File: config.mk
export PLATFORM = sky130hd
export DESIGN_NAME = nand_page_responder
export DESIGN_NICKNAME = d
export VERILOG_FILES = /design/src/rtl/nand_page_responder.sv
export SDC_FILE = /design/constraint.sdc
export NUM_CORES = 1
export LEC_CHECK = 0
export BUFFER_PORTS_ARGS = -buffer_cell sky130_fd_sc_hd__buf_2
export CAP_MARGIN = 30
export CORE_AREA = 10 10 122 152
export CTS_BUF_LIST = sky130_fd_sc_hd__clkbuf_4
export CTS_CLUSTER_SIZE = 40
export DETAILED_ROUTE_END_ITERATION = 12
export DIE_AREA = 0 0 132 162
export PLACE_DENSITY = 0.51
export SYNTH_ARGS = -nofsm -noshare
export SYNTH_HDL_FRONTEND = slang
export SYNTH_SLANG_ARGS = --single-unit
File: constraint.sdc
create_clock -name clk -period 8 [get_ports clk]
set_clock_uncertainty 0.05 [all_clocks]
set_input_delay 0.4 -clock clk [delete_from_list [all_inputs] [get_ports clk]]
set_output_delay 0.4 -clock clk [all_outputs]
set_load 0.01 [all_outputs]
File: src/rtl/nand_page_responder.sv
// nand_page_responder: NAND target model that decodes host strobes into read, program, status and reset
// operations against a synchronous page memory with ready/busy timing.
module nand_page_responder #(
    parameter int TR_CYCLES    = 8,
    parameter int TPROG_CYCLES = 32,
    parameter int TRST_CYCLES  = 4
) (
    input  logic        clk,
    input  logic        rst,
    input  logic        cle,
    input  logic        ale,
    input  logic        wen,
    input  logic        ren,
    input  logic [7:0]  io_in,
    output logic [7:0]  io_out,
    output logic        io_oe,
    output logic        rb,
    output logic [17:0] mem_addr,
    input  logic [7:0]  mem_rdata,
    output logic [7:0]  mem_wdata,
    output logic        mem_we
);
    typedef enum logic [2:0] {IDLE, ADDR, READ_BUSY, READ_OUT, PROG_DATA, PROG_BUSY, RST_BUSY} state_t;
    state_t state;
    logic wen_q, ren_q, cap_cle, cap_ale, prog_op, prog_full, status;
    logic [7:0] cap_io;
    logic [8:0] column, page;
    logic [1:0] addr_cnt;
    logic [15:0] cnt;
    logic commit, advance, is_cmd, is_addr, is_data;
    assign commit  = wen & ~wen_q;
    assign advance = ren & ~ren_q;
    assign is_cmd  = commit & cap_cle & ~cap_ale;
    assign is_addr = commit & ~cap_cle & cap_ale;
    assign is_data = commit & ~cap_cle & ~cap_ale;
    always_ff @(posedge clk) begin
        if (rst) begin
            state <= IDLE;
            rb <= 1'b1;
            io_oe <= 1'b0;
            io_out <= 8'h00;
            mem_we <= 1'b0;
            mem_addr <= 18'd0;
            mem_wdata <= 8'h00;
            column <= 9'd0;
            page <= 9'd0;
            status <= 1'b0;
            wen_q <= 1'b1;
            ren_q <= 1'b1;
            cap_io <= 8'h00;
            cap_cle <= 1'b0;
            cap_ale <= 1'b0;
            addr_cnt <= 2'd0;
            prog_op <= 1'b0;
            prog_full <= 1'b0;
            cnt <= 16'd0;
        end else begin
            wen_q <= wen;
            ren_q <= ren;
            mem_we <= 1'b0;
            if (!wen) begin
                cap_io <= io_in;
                cap_cle <= cle;
                cap_ale <= ale;
            end
            io_oe <= (state == READ_OUT || status) && !ren && !cle && !ale;
            io_out <= status ? (rb ? 8'hC0 : 8'h80) : mem_rdata;
            // Busy countdown; a command accepted below in the same cycle overrides it.
            if (!rb) begin
                if (cnt == 16'd0) begin
                    rb <= 1'b1;
                    state <= (state == READ_BUSY) ? READ_OUT : IDLE;
                end else begin
                    cnt <= cnt - 16'd1;
                end
            end
            if (is_cmd) begin
                if (cap_io == 8'hFF) begin
                    state <= RST_BUSY;
                    rb <= 1'b0;
                    cnt <= 16'(TRST_CYCLES - 1);
                    column <= 9'd0;
                    page <= 9'd0;
                    mem_addr <= 18'd0;
                    status <= 1'b0;
                end else if (cap_io == 8'h70) begin
                    status <= 1'b1;
                end else if (rb && cap_io inside {8'h00, 8'h01, 8'h80}) begin
                    state <= ADDR;
                    addr_cnt <= 2'd0;
                    prog_op <= cap_io[7];
                    column[8] <= cap_io[0];
                    status <= 1'b0;
                end else if (rb && cap_io == 8'h10 && state == PROG_DATA) begin
                    state <= PROG_BUSY;
                    rb <= 1'b0;
                    cnt <= 16'(TPROG_CYCLES - 1);
                    status <= 1'b0;
                end
            end else if (is_addr && state == ADDR) begin
                addr_cnt <= addr_cnt + 2'd1;
                if (addr_cnt == 2'd0) begin
                    column[7:0] <= cap_io;
                end else if (addr_cnt == 2'd1) begin
                    page[7:0] <= cap_io;
                end else begin
                    page[8] <= cap_io[0];
                    mem_addr <= {cap_io[0], page[7:0], column};
                    prog_full <= 1'b0;
                    state <= prog_op ? PROG_DATA : READ_BUSY;
                    rb <= prog_op;
                    cnt <= 16'(TR_CYCLES - 1);
                end
            end else if (is_data && state == PROG_DATA && !prog_full) begin
                // Column 511 is written once and then the page buffer is closed.
                mem_we <= 1'b1;
                mem_wdata <= cap_io;
                mem_addr <= {page, column};
                if (column == 9'd511) prog_full <= 1'b1;
                else column <= column + 9'd1;
            end else if (advance && state == READ_OUT && !status) begin
                if (column == 9'd511) begin
                    column <= 9'd0;
                    page <= page + 9'd1;
                    mem_addr <= {page + 9'd1, 9'd0};
                    state <= READ_BUSY;
                    rb <= 1'b0;
                    cnt <= 16'(TR_CYCLES - 1);
                end else begin
                    column <= column + 9'd1;
                    mem_addr <= {page, column + 9'd1};
                end
            end
        end
    end
endmodule

==> results.md, run 1 <==
* Placed insts at 781
* Row count at 51
* Diode count at 0
* CTS max path bufs at 2
* Final core utilization at 33.3%
* Distinct cell type count after synthesis at 71
* First-pass GRT wire length at 22500 um
* Clk Latency, worst-skew pair at 0.48 ns
* Initial antenna violation count at 0
* Most frequent cells after synthesis: dfxtp_1 (91), nor2_1 (59), nand2_1 (43), a21oi_1 (34), nand3_1 (22)
* DRC at 0
* Gate Count Post-Synth at 538
* Area grow syn2layout at 13.0%
* Synth Warn # at 0
* FF+latch count, synth at 91
* Max FO, Critical Path at 16
* Final #Nets at 611
* Final instance area at 5170 um2
* Clock-pin slew on the worst setup and hold paths at 0.15 ns
* Share of layout cells above drive strength 1 at 15.7%
* Post-route ant nets at 0
* Worst vdd ir at 0.0000720 V
* Die height at 162 um
* CTS sink count at 91
* Initial cell density of the core at 29.5%
* Die X at 132 um
* Die area at 21400 um2
* CP startpoint: column[0]$_SDFFE_PP0P_
* Max-Cap Viols at 0
* CTS buffer count at 9
* Dominant cell type by area after synthesis: dfxtp_1
* Post-synthesis sequential area ratio at 39.8%
* Largest net degree at the start of global routing at 52
* Gr usage total at 12.9%
* CTS tree: done
* Final-layout fill cell count at 1663
* Area contributors post-synth: dfxtp_1 (40%), nor2_1 (4.8%), xor2_1 (4.0%)
* Min-delay src: mem_rdata[1]
* RSZ-0062 raised after global routing: false
* Hold buffer count at CTS at 2
* Worst setup EP type: register
* Min cycle time layout at 3.51 ns
* Post-route insts no fill at 799
* GRT overflow at 0
* Yosys top cell area share at 39.8%
* Fin crit share at 43.8%
* Routability congestion estimate at 0.901
* Top-count cell post-synth: dfxtp_1
* Post CTS Setup Buffer Count at 0
* Final hold vios at 0
* Ys flop type: dfxtp_1
* Core Footprint at 15500 um2
* Max Clk Rate at 285 MHz
* Slew Viols, Final at 0
* DP Wirelength at 10100 um
* Worst R2R Start: column[0]$_SDFFE_PP0P_
* Mapped Nets at 567
* H-tree levels at 3
* CP Class: register to register
* CTS resizes at 0
* Via Count at 4250
* PortBufs at 58
* Placed inst area at 5030 um2
* I/O pins at 59
* Ys async rst share at 0%
* Post-Syn Area at 4570 um2
* Hold Crit Class: primary input to register
* P per Cell Area at 145 nW/um2
* Final setup TNS at 0 ns
* Startpoint types: register
* Initial DRC Count at 226
* EDFF count, synth at 0
* Run status: finished, final reports clean
* Drt total wl at 13900 um
* Vias in the first global route at 4262
* Worst EP arrival at 3.87 ns
* Total chip power at 751 uW
* Slew @ Worst Pin at 0.823 ns
* Slew headroom at 44.8%
* Syn Area/Cell at 8.50 um2
* Vias per cell at 5.32
* Drt pass-1 iters at 5
* # setup viols final at 0
* Clock Root Buffer: clkbuf_4
* Leakage at 1.87 nW
* CP required at 8.36 ns
* WL per Instance at 17.4 um
==> state kept, by name, indices dropped and copies added (netlist names) <==
name       flops
mem_we         1
cnt           16
rb             1
addr_cnt       2
mem_wdata      8
prog_op        1
page           9
ren_q          1
status         1
state          3
cap_cle        1
wen_q          1
mem_addr      18
cap_ale        1
io_oe          1
prog_full      1
cap_io         8
io_out         8
column         9
==> routing by layer <==
| layer | track usage (%) | wire length (um) |
|---|---|---|
| met5 | 0 | 0 |
| met4 | 6.99 | 518 |
| met3 | 2.87 | 674 |
| met2 | 23.3 | 7150 |
| met1 | 13.6 | 5570 |
==> cell usage in the layout (no fill, tap or decap), drive strengths merged, types with 3 or more instances in the layout <==
master	instances
nor4	6
nor2b	4
or4	4
inv	17
mux2i	11
or3	8
xnor2	8
o21a	3
o2bb2ai	11
dfxtp	91
nor3b	4
nand2	43
a211oi	3
ha	7
nor2	60
buf	62
o31ai	4
nand4b	3
nand4	7
and3	3
nor3	17
a221oi	8
a21oi	35
a22oi	7
a31oi	6
mux2	4
nand3	22
a31o	3
o21ai	22
a311oi	3
and2	11
o211ai	9
xor2	21
or2	7
clkbuf	11
==> critical path, cell delays in order, from the launching register on <==
cell and delay [ns]:
dfxtp_1 0.47, ha_1 0.25, nand3_1 0.17, nor2_1 0.23
and3_1 0.22, ha_1 0.52, nand3_1 0.27, a221o_1 0.55
or4_1 0.56, a21oi_1 0.15
==> cell families after synthesis <==
group / count (synthesis) / share of synthesized area [%]
buf+inv: 47 / 4.19
compound gates: 137 / 20.8
xor+xnor: 29 / 5.55
simple gates: 212 / 24.3
fa+ha+maj: 7 / 1.92
mux: 15 / 3.39
flops: 91 / 39.8
==> path summary, 6_finish.rpt <==
check | end | slack, ns | cells after the start
max | page[4]$_SDFFE_PP0P_ | 4.49 | 9
min reg2reg | mem_wdata[2]$_SDFFE_PP0P_ | 0.41 | 2
min | io_out[1]$_SDFF_PP0_ | 0.05 | 2
max reg2reg | page[4]$_SDFFE_PP0P_ | 4.49 | 9
==> stage by stage <==
| stage | setup WS, ns | hold slack, ns |
|---|---|---|
| final | 4.49 | 0.0542 |
| after global routing | 4.19 | 0.0309 |
| after CTS | 4.52 | 0.0148 |
| after detailed placement | 4.57 | 0.391 |
| after global placement | 4.69 | 0.392 |
| after floorplan | 5.42 | 0.421 |
==> power breakdown <==
group / switching (mW) / internal (mW) / total (mW)
registers: 0.00884 / 0.460 / 0.469
clock network: 0.166 / 0.0719 / 0.238
logic: 0.0277 / 0.0166 / 0.0442
total: 0.203 / 0.548 / 0.751
==> final cells by class <==
| class | instances | area [um2] | area share (%) |
|---|---|---|---|
| clock inverters | 5 | 37.5 | 0.726 |
| clock buffers | 11 | 82.6 | 1.60 |
| inverters | 16 | 60.1 | 1.16 |
| multi-input cells | 400 | 2560 | 49.5 |
| well taps | 212 | 265 | 5.13 |
| flip-flops and latches | 91 | 1820 | 35.3 |
| repair buffers | 64 | 340 | 6.59 |
Power figures use the tool's default switching activity.
==> inputs of run 2 (changes only) <==
Clock period 8 ns to 3.45 ns, I/O delays scaled along.
==> results.md, run 2 (synthesis results as in run 1) <==
* Row count at 51 (unchanged)
* CTS tree: done (unchanged)
* Die height at 162 um (unchanged)
* Commonest non-fill, non-tap cell in the layout: dfxtp_1 (unchanged)
* Worst setup margin at 0.424 ns (was 4.49 ns)
* Core Footprint at 15500 um2 (unchanged)
* Final hold vios at 0 (unchanged)
* # setup viols final at 0 (unchanged)
* CP required at 3.81 ns (was 8.36 ns)
* Max reg flops at 18 (unchanged)
* CP Class: register to register (unchanged)
* Vias per cell at 5.18 (was 5.32)
* Die area at 21400 um2 (unchanged)
* Vias in the first global route at 4439 (was 4262)
* Die X at 132 um (unchanged)
* First-pass GRT wire length at 22900 um (was 22500 um)
* Worst EP arrival at 3.39 ns (was 3.87 ns)
* RSZ-0062 raised after global routing: false (unchanged)
* Final #Nets at 639 (was 611)
* Max FO, Critical Path at 12 (was 16)
* CTS resizes at 0 (unchanged)
* Min cycle time layout at 3.03 ns (was 3.51 ns)
* DP Wirelength at 10200 um (was 10100 um)
* Leakage at 2.03 nW (was 1.87 nW)
* Share of layout cells above drive strength 1 at 16.3% (was 15.7%)
* Slew Viols, Final at 0 (unchanged)
* Gr usage total at 13.2% (was 12.9%)
* Clock Root Buffer: clkbuf_4 (unchanged)
* Initial DRC Count at 260 (was 226)
* CTS buffer count at 9 (unchanged)
* Max-Cap Viols at 0 (unchanged)
* Biggest regs: mem_addr (18), cnt (16) (unchanged)
* Hold Crit Class: primary input to register (unchanged)
* Initial antenna violation count at 1 (was 0)
* FF/Latch Area at 1820 um2 (unchanged)
* Fin crit share at 87.7% (was 43.8%)
* Max Clk Rate at 331 MHz (was 285 MHz)
* Routing usage on met2 at 23.8% (was 23.3%)
* Slew @ Worst Pin at 0.635 ns (was 0.823 ns)
* Via Count at 4284 (was 4250)
* Largest register by flop count: mem_addr (unchanged)
* CTS sink count at 91 (unchanged)
* GRT overflow at 0 (unchanged)
* Routability congestion estimate at 0.892 (was 0.901)
* Clock-pin slew on the worst setup and hold paths at 0.16 ns (was 0.15 ns)
* Final-layout fill cell count at 1648 (was 1663)
* Run status: finished, final reports clean (unchanged)
* WL per Instance at 17.0 um (was 17.4 um)
* Largest net degree at the start of global routing at 51 (was 52)
* Final setup TNS at 0 ns (unchanged)
* DRC at 0 (unchanged)
* Clk Latency, worst-skew pair at 0.48 ns (about the same)
* Worst setup EP type: register (unchanged)
* GR Util met3 at 3.24% (was 2.87%)
* I/O pins at 59 (unchanged)
* GRT busiest layer: met2 (unchanged)
* Commonest cells after routing, fill and taps aside: dfxtp_1 (91), nor2_1 (59), buf_2 (58) (unchanged)
* Multi-input gate area at 2560 um2 (unchanged)
* PortBufs at 58 (unchanged)
* Worst vdd ir at 0.000181 V (was 0.0000720 V)
* Slew headroom at 57.7% (was 44.8%)
* Initial cell density of the core at 29.5% (unchanged)
* Startpoint types: register (unchanged)
* Drt total wl at 14100 um (was 13900 um)
* Drt pass-1 iters at 5 (unchanged)
* CTS max path bufs at 2 (unchanged)
* Met1 Use GR at 13.7% (was 13.6%)
* Post-route ant nets at 0 (unchanged)
* P per Cell Area at 357 nW/um2 (was 145 nW/um2)
* DP Worst Slack at 0.504 ns (was 4.57 ns)
* Area grow syn2layout at 19.9% (was 13.0%)
* H-tree levels at 3 (unchanged)
run 2: worst max-delay path, cell delays in order, from the launching register on:
cell     delay, ns
dfxtp_1       0.44
ha_1          0.24
nand3_1       0.17
nor2_1        0.24
and3_1        0.24
ha_1          0.19
nand3_1       0.16
a221o_1       0.54
or4_1         0.57
a21oi_1       0.14
run 2: repair_timing:
action	in CTS	in global routing
buffers inserted	0	0
hold buffers	20	0
hold endpoints to repair	20	0
run 2: metal layers:
metal	share of wire, %	vias up
li1	-	2111
met1	40	2028
met2	52	116
met3	4.6	29
met4	3.8	0
met5	0	-
run 2: final cells by class:
cell class              count  area share (%)
clock inverters             5            1.87
repair buffers             92            10.9
clock buffers              10            1.37
flip-flops and latches     91            33.2
multi-input cells         400            46.7
well taps                 212            4.84
diodes                      1          0.0456
inverters                  16            1.10
run 2: path summary, 6_finish.rpt:
path / cells after the start / startpoint / slack [ns] / to
max: 9 / column[0]$_SDFFE_PP0P_ / 0.42 / page[4]$_SDFFE_PP0P_
min: 4 / rst / 0.11 / cnt[2]$_SDFF_PP0_
max reg2reg: 9 / column[0]$_SDFFE_PP0P_ / 0.42 / page[4]$_SDFFE_PP0P_
min reg2reg: 2 / mem_addr[10]$_SDFFE_PP0P_ / 0.41 / mem_addr[10]$_SDFFE_PP0P_
run 2: power by group:
part | internal, mW | switching, mW
sequential | 1.07 | 0.0203
clock | 0.370 | 0.376
combinational | 0.0548 | 0.0686
total | 1.49 | 0.464
run 2: metrics by stage:
step / power [mW] / cell area (um2) / utilization, % / hold slack [ns] / instances
after CTS: 1.98 / 5480 / 35.3 / 0.0797 / 826
final: 1.96 / 5480 / 35.4 / 0.108 / 827
after floorplan: 1.17 / 4570 / - / 0.199 / 538
after global routing: 2.04 / 5480 / 35.4 / 0.0885 / 827
after global placement: 1.22 / 5100 / 32.9 / 0.314 / 791
after detailed placement: 1.22 / 5100 / 32.9 / 0.315 / 791
==> inputs of run 3 (changes only) <==
Settings changed: BUFFER_PORTS_ARGS -buffer_cell sky130_fd_sc_hd__buf_2 to default, CTS_CLUSTER_DIAMETER from default to 40, DONT_BUFFER_PORTS from default to 1, PLACE_DENSITY 0.51 to 0.48.
==> results.md, run 3 (synthesis results as in run 1) <==
* Run status: finished, final reports clean (unchanged)
* WHS Path Cells at 2 (was 4)
* Largest register by flop count: mem_addr (unchanged)
* Startpoint types: register (unchanged)
* Final hold vios at 0 (unchanged)
* Final #Nets at 585 (was 639)
* GRT overflow at 0 (unchanged)
* Initial cell density of the core at 29.5% (unchanged)
* Post-route ant nets at 0 (unchanged)
* Drt total wl at 14000 um (was 14100 um)
* Routability congestion estimate at 0.831 (was 0.892)
* Cells on worst reg2reg path at 9 (unchanged)
* FF-to-FF End: page[4]$_SDFFE_PP0P_ (unchanged)
* Clock Root Buffer: clkbuf_4 (unchanged)
* DRC at 0 (unchanged)
* Row count at 51 (unchanged)
* CTS tree: done (unchanged)
* Vias in the first global route at 4010 (was 4439)
* Leakage at 1.74 nW (was 2.03 nW)
* Max Clk Rate at 335 MHz (was 331 MHz)
* Min cycle time layout at 2.98 ns (was 3.03 ns)
* Clk Latency, worst-skew pair at 0.48 ns (about the same)
* Worst setup EP type: register (unchanged)
* CTS sink count at 91 (unchanged)
* Vias per cell at 5.23 (was 5.18)
* Post-route insts no fill at 775 (was 827)
* CTS buffer count at 9 (unchanged)
* R2r setup slk at 0.47 ns (was 0.42 ns)
* Largest net degree at the start of global routing at 51 (unchanged)
* Worst EP arrival at 3.36 ns (was 3.39 ns)
* First-pass GRT wire length at 22600 um (was 22900 um)
* Fin crit share at 86.5% (was 87.7%)
* Worst R2R Start: column[0]$_SDFFE_PP0P_ (unchanged)
* Die area at 21400 um2 (unchanged)
* Slew headroom at 55.9% (was 57.7%)
* H-tree levels at 3 (unchanged)
* # setup viols final at 0 (unchanged)
* Slew Viols, Final at 0 (unchanged)
* Core Footprint at 15500 um2 (unchanged)
* Slew @ Worst Pin at 0.660 ns (was 0.635 ns)
* Final-layout fill cell count at 1635 (was 1648)
* Max FO, Critical Path at 12 (unchanged)
* Min-delay src: rst (unchanged)
* I/O pins at 59 (unchanged)
* PortBufs at 0 (was 58)
* Commonest cells after routing, fill and taps aside: dfxtp_1 (91), nor2_1 (59), nand2_1 (43) (was dfxtp_1 (91), nor2_1 (59), buf_2 (58))
* Hold Path End: cnt[2]$_SDFF_PP0_ (unchanged)
* RSZ-0062 raised after global routing: false (unchanged)
* Initial DRC Count at 240 (was 260)
* Total chip power at 1.80 mW (was 1.96 mW)
* WL per Instance at 18.0 um (was 17.0 um)
* Max reg flops at 18 (unchanged)
* CP required at 3.83 ns (was 3.81 ns)
* Final core utilization at 33.5% (was 35.4%)
* Worst vdd ir at 0.000139 V (was 0.000181 V)
* P per Cell Area at 346 nW/um2 (was 357 nW/um2)
* Placed insts at 734 (was 791)
* Biggest regs: mem_addr (18), cnt (16) (unchanged)
* CP Class: register to register (unchanged)
* Drt pass-1 iters at 4 (was 5)
* Die height at 162 um (unchanged)
* Post CTS Setup Buffer Count at 0 (unchanged)
* Initial antenna violation count at 2 (was 1)
* Clock-pin slew on the worst setup and hold paths at 0.15 ns (was 0.16 ns)
* Die X at 132 um (unchanged)
* DP Wirelength at 10100 um (was 10200 um)
* Area grow syn2layout at 13.7% (was 19.9%)
* Commonest non-fill, non-tap cell in the layout: dfxtp_1 (unchanged)
* Max-Cap Viols at 0 (unchanged)
* Hold Crit Class: primary input to register (unchanged)
* Share of layout cells above drive strength 1 at 8.02% (was 16.3%)
* Final setup TNS at 0 ns (unchanged)
* Gr usage total at 13.2% (about the same)
* Via Count at 4055 (was 4284)
* CTS max path bufs at 2 (unchanged)
==> run 3: changes by cell type in the layout (fill, tap and decap cells not counted), sizes merged <==
cell	previous run	this run
buf	72	16
bufinv	3	1
clkbuf	10	11
clkinvlp	0	2
diode	1	2
dlygate4sd3	20	22
==> run 3: report_power, final <==
| group | switching, mW | internal (mW) |
|---|---|---|
| clock network | 0.369 | 0.233 |
| logic | 0.0579 | 0.0454 |
| registers | 0.0269 | 1.07 |
| total | 0.454 | 1.35 |
==> run 3: worst max-delay path, stage by stage, from the launching register on <==
cell     delay [ns]
dfxtp_1        0.45
ha_1           0.25
nand3_1        0.17
nor2_1         0.23
and3_1         0.22
ha_1           0.17
nand3_1        0.16
a221o_1        0.54
or4_1          0.56
a21oi_1        0.14
==> run 3: how the worst max path moves through the flow <==
stage / start / endpoint / slack [ns] / cells past startpoint
4_1_cts: column[0]$_SDFFE_PP0P_ / page[4]$_SDFFE_PP0P_ / 0.44 / 9
6_report: column[0]$_SDFFE_PP0P_ / page[4]$_SDFFE_PP0P_ / 0.47 / 9
2_1_floorplan: column[0]$_SDFFE_PP0P_ / page[4]$_SDFFE_PP0P_ / 0.87 / 9
3_5_place_dp: column[0]$_SDFFE_PP0P_ / page[4]$_SDFFE_PP0P_ / 0.47 / 9
5_1_grt: column[0]$_SDFFE_PP0P_ / column[3]$_SDFFE_PP0P_ / 0.23 / 10
3_3_place_gp: column[0]$_SDFFE_PP0P_ / page[4]$_SDFFE_PP0P_ / 0.55 / 9
==> run 3: layer usage <==
layer  track usage [%]  vias up  share of wire (%)
met1              14.7     1928                 41
met3              4.29       22                6.9
met5                 0        -                  0
met4              5.42        0                2.5
li1                  -     2003                  -
met2              22.6      102                 50
==> run 3: timing repair <==
item | 4_1_cts | 5_1_grt
hold endpoints to repair | 57 | 0
hold buffers | 23 | 0
resized for setup | 0 | 0
==> run 3: layout make-up <==
type,count,area [um2],share of cell area (%)
Multi-Input combinational cell,400,2560,49.2
Sequential cell,91,1820,35.0
Timing Repair Buffer,38,353,6.78
Tap cell,212,265,5.10
Clock buffer,11,82.6,1.59
Inverter,16,60.1,1.15
Clock inverter,5,53.8,1.03
Antenna cell,2,5.00,0.0962
==> run 3: stage by stage <==
step	cell area, um2	hold slack (ns)	setup WS (ns)
4_1_cts	5200	0.0472	0.441
6_report	5200	0.0979	0.466
5_1_grt	5200	0.0583	0.226
3_3_place_gp	4820	0.200	0.555
3_5_place_dp	4820	0.205	0.472
2_1_floorplan	4570	0.199	0.871
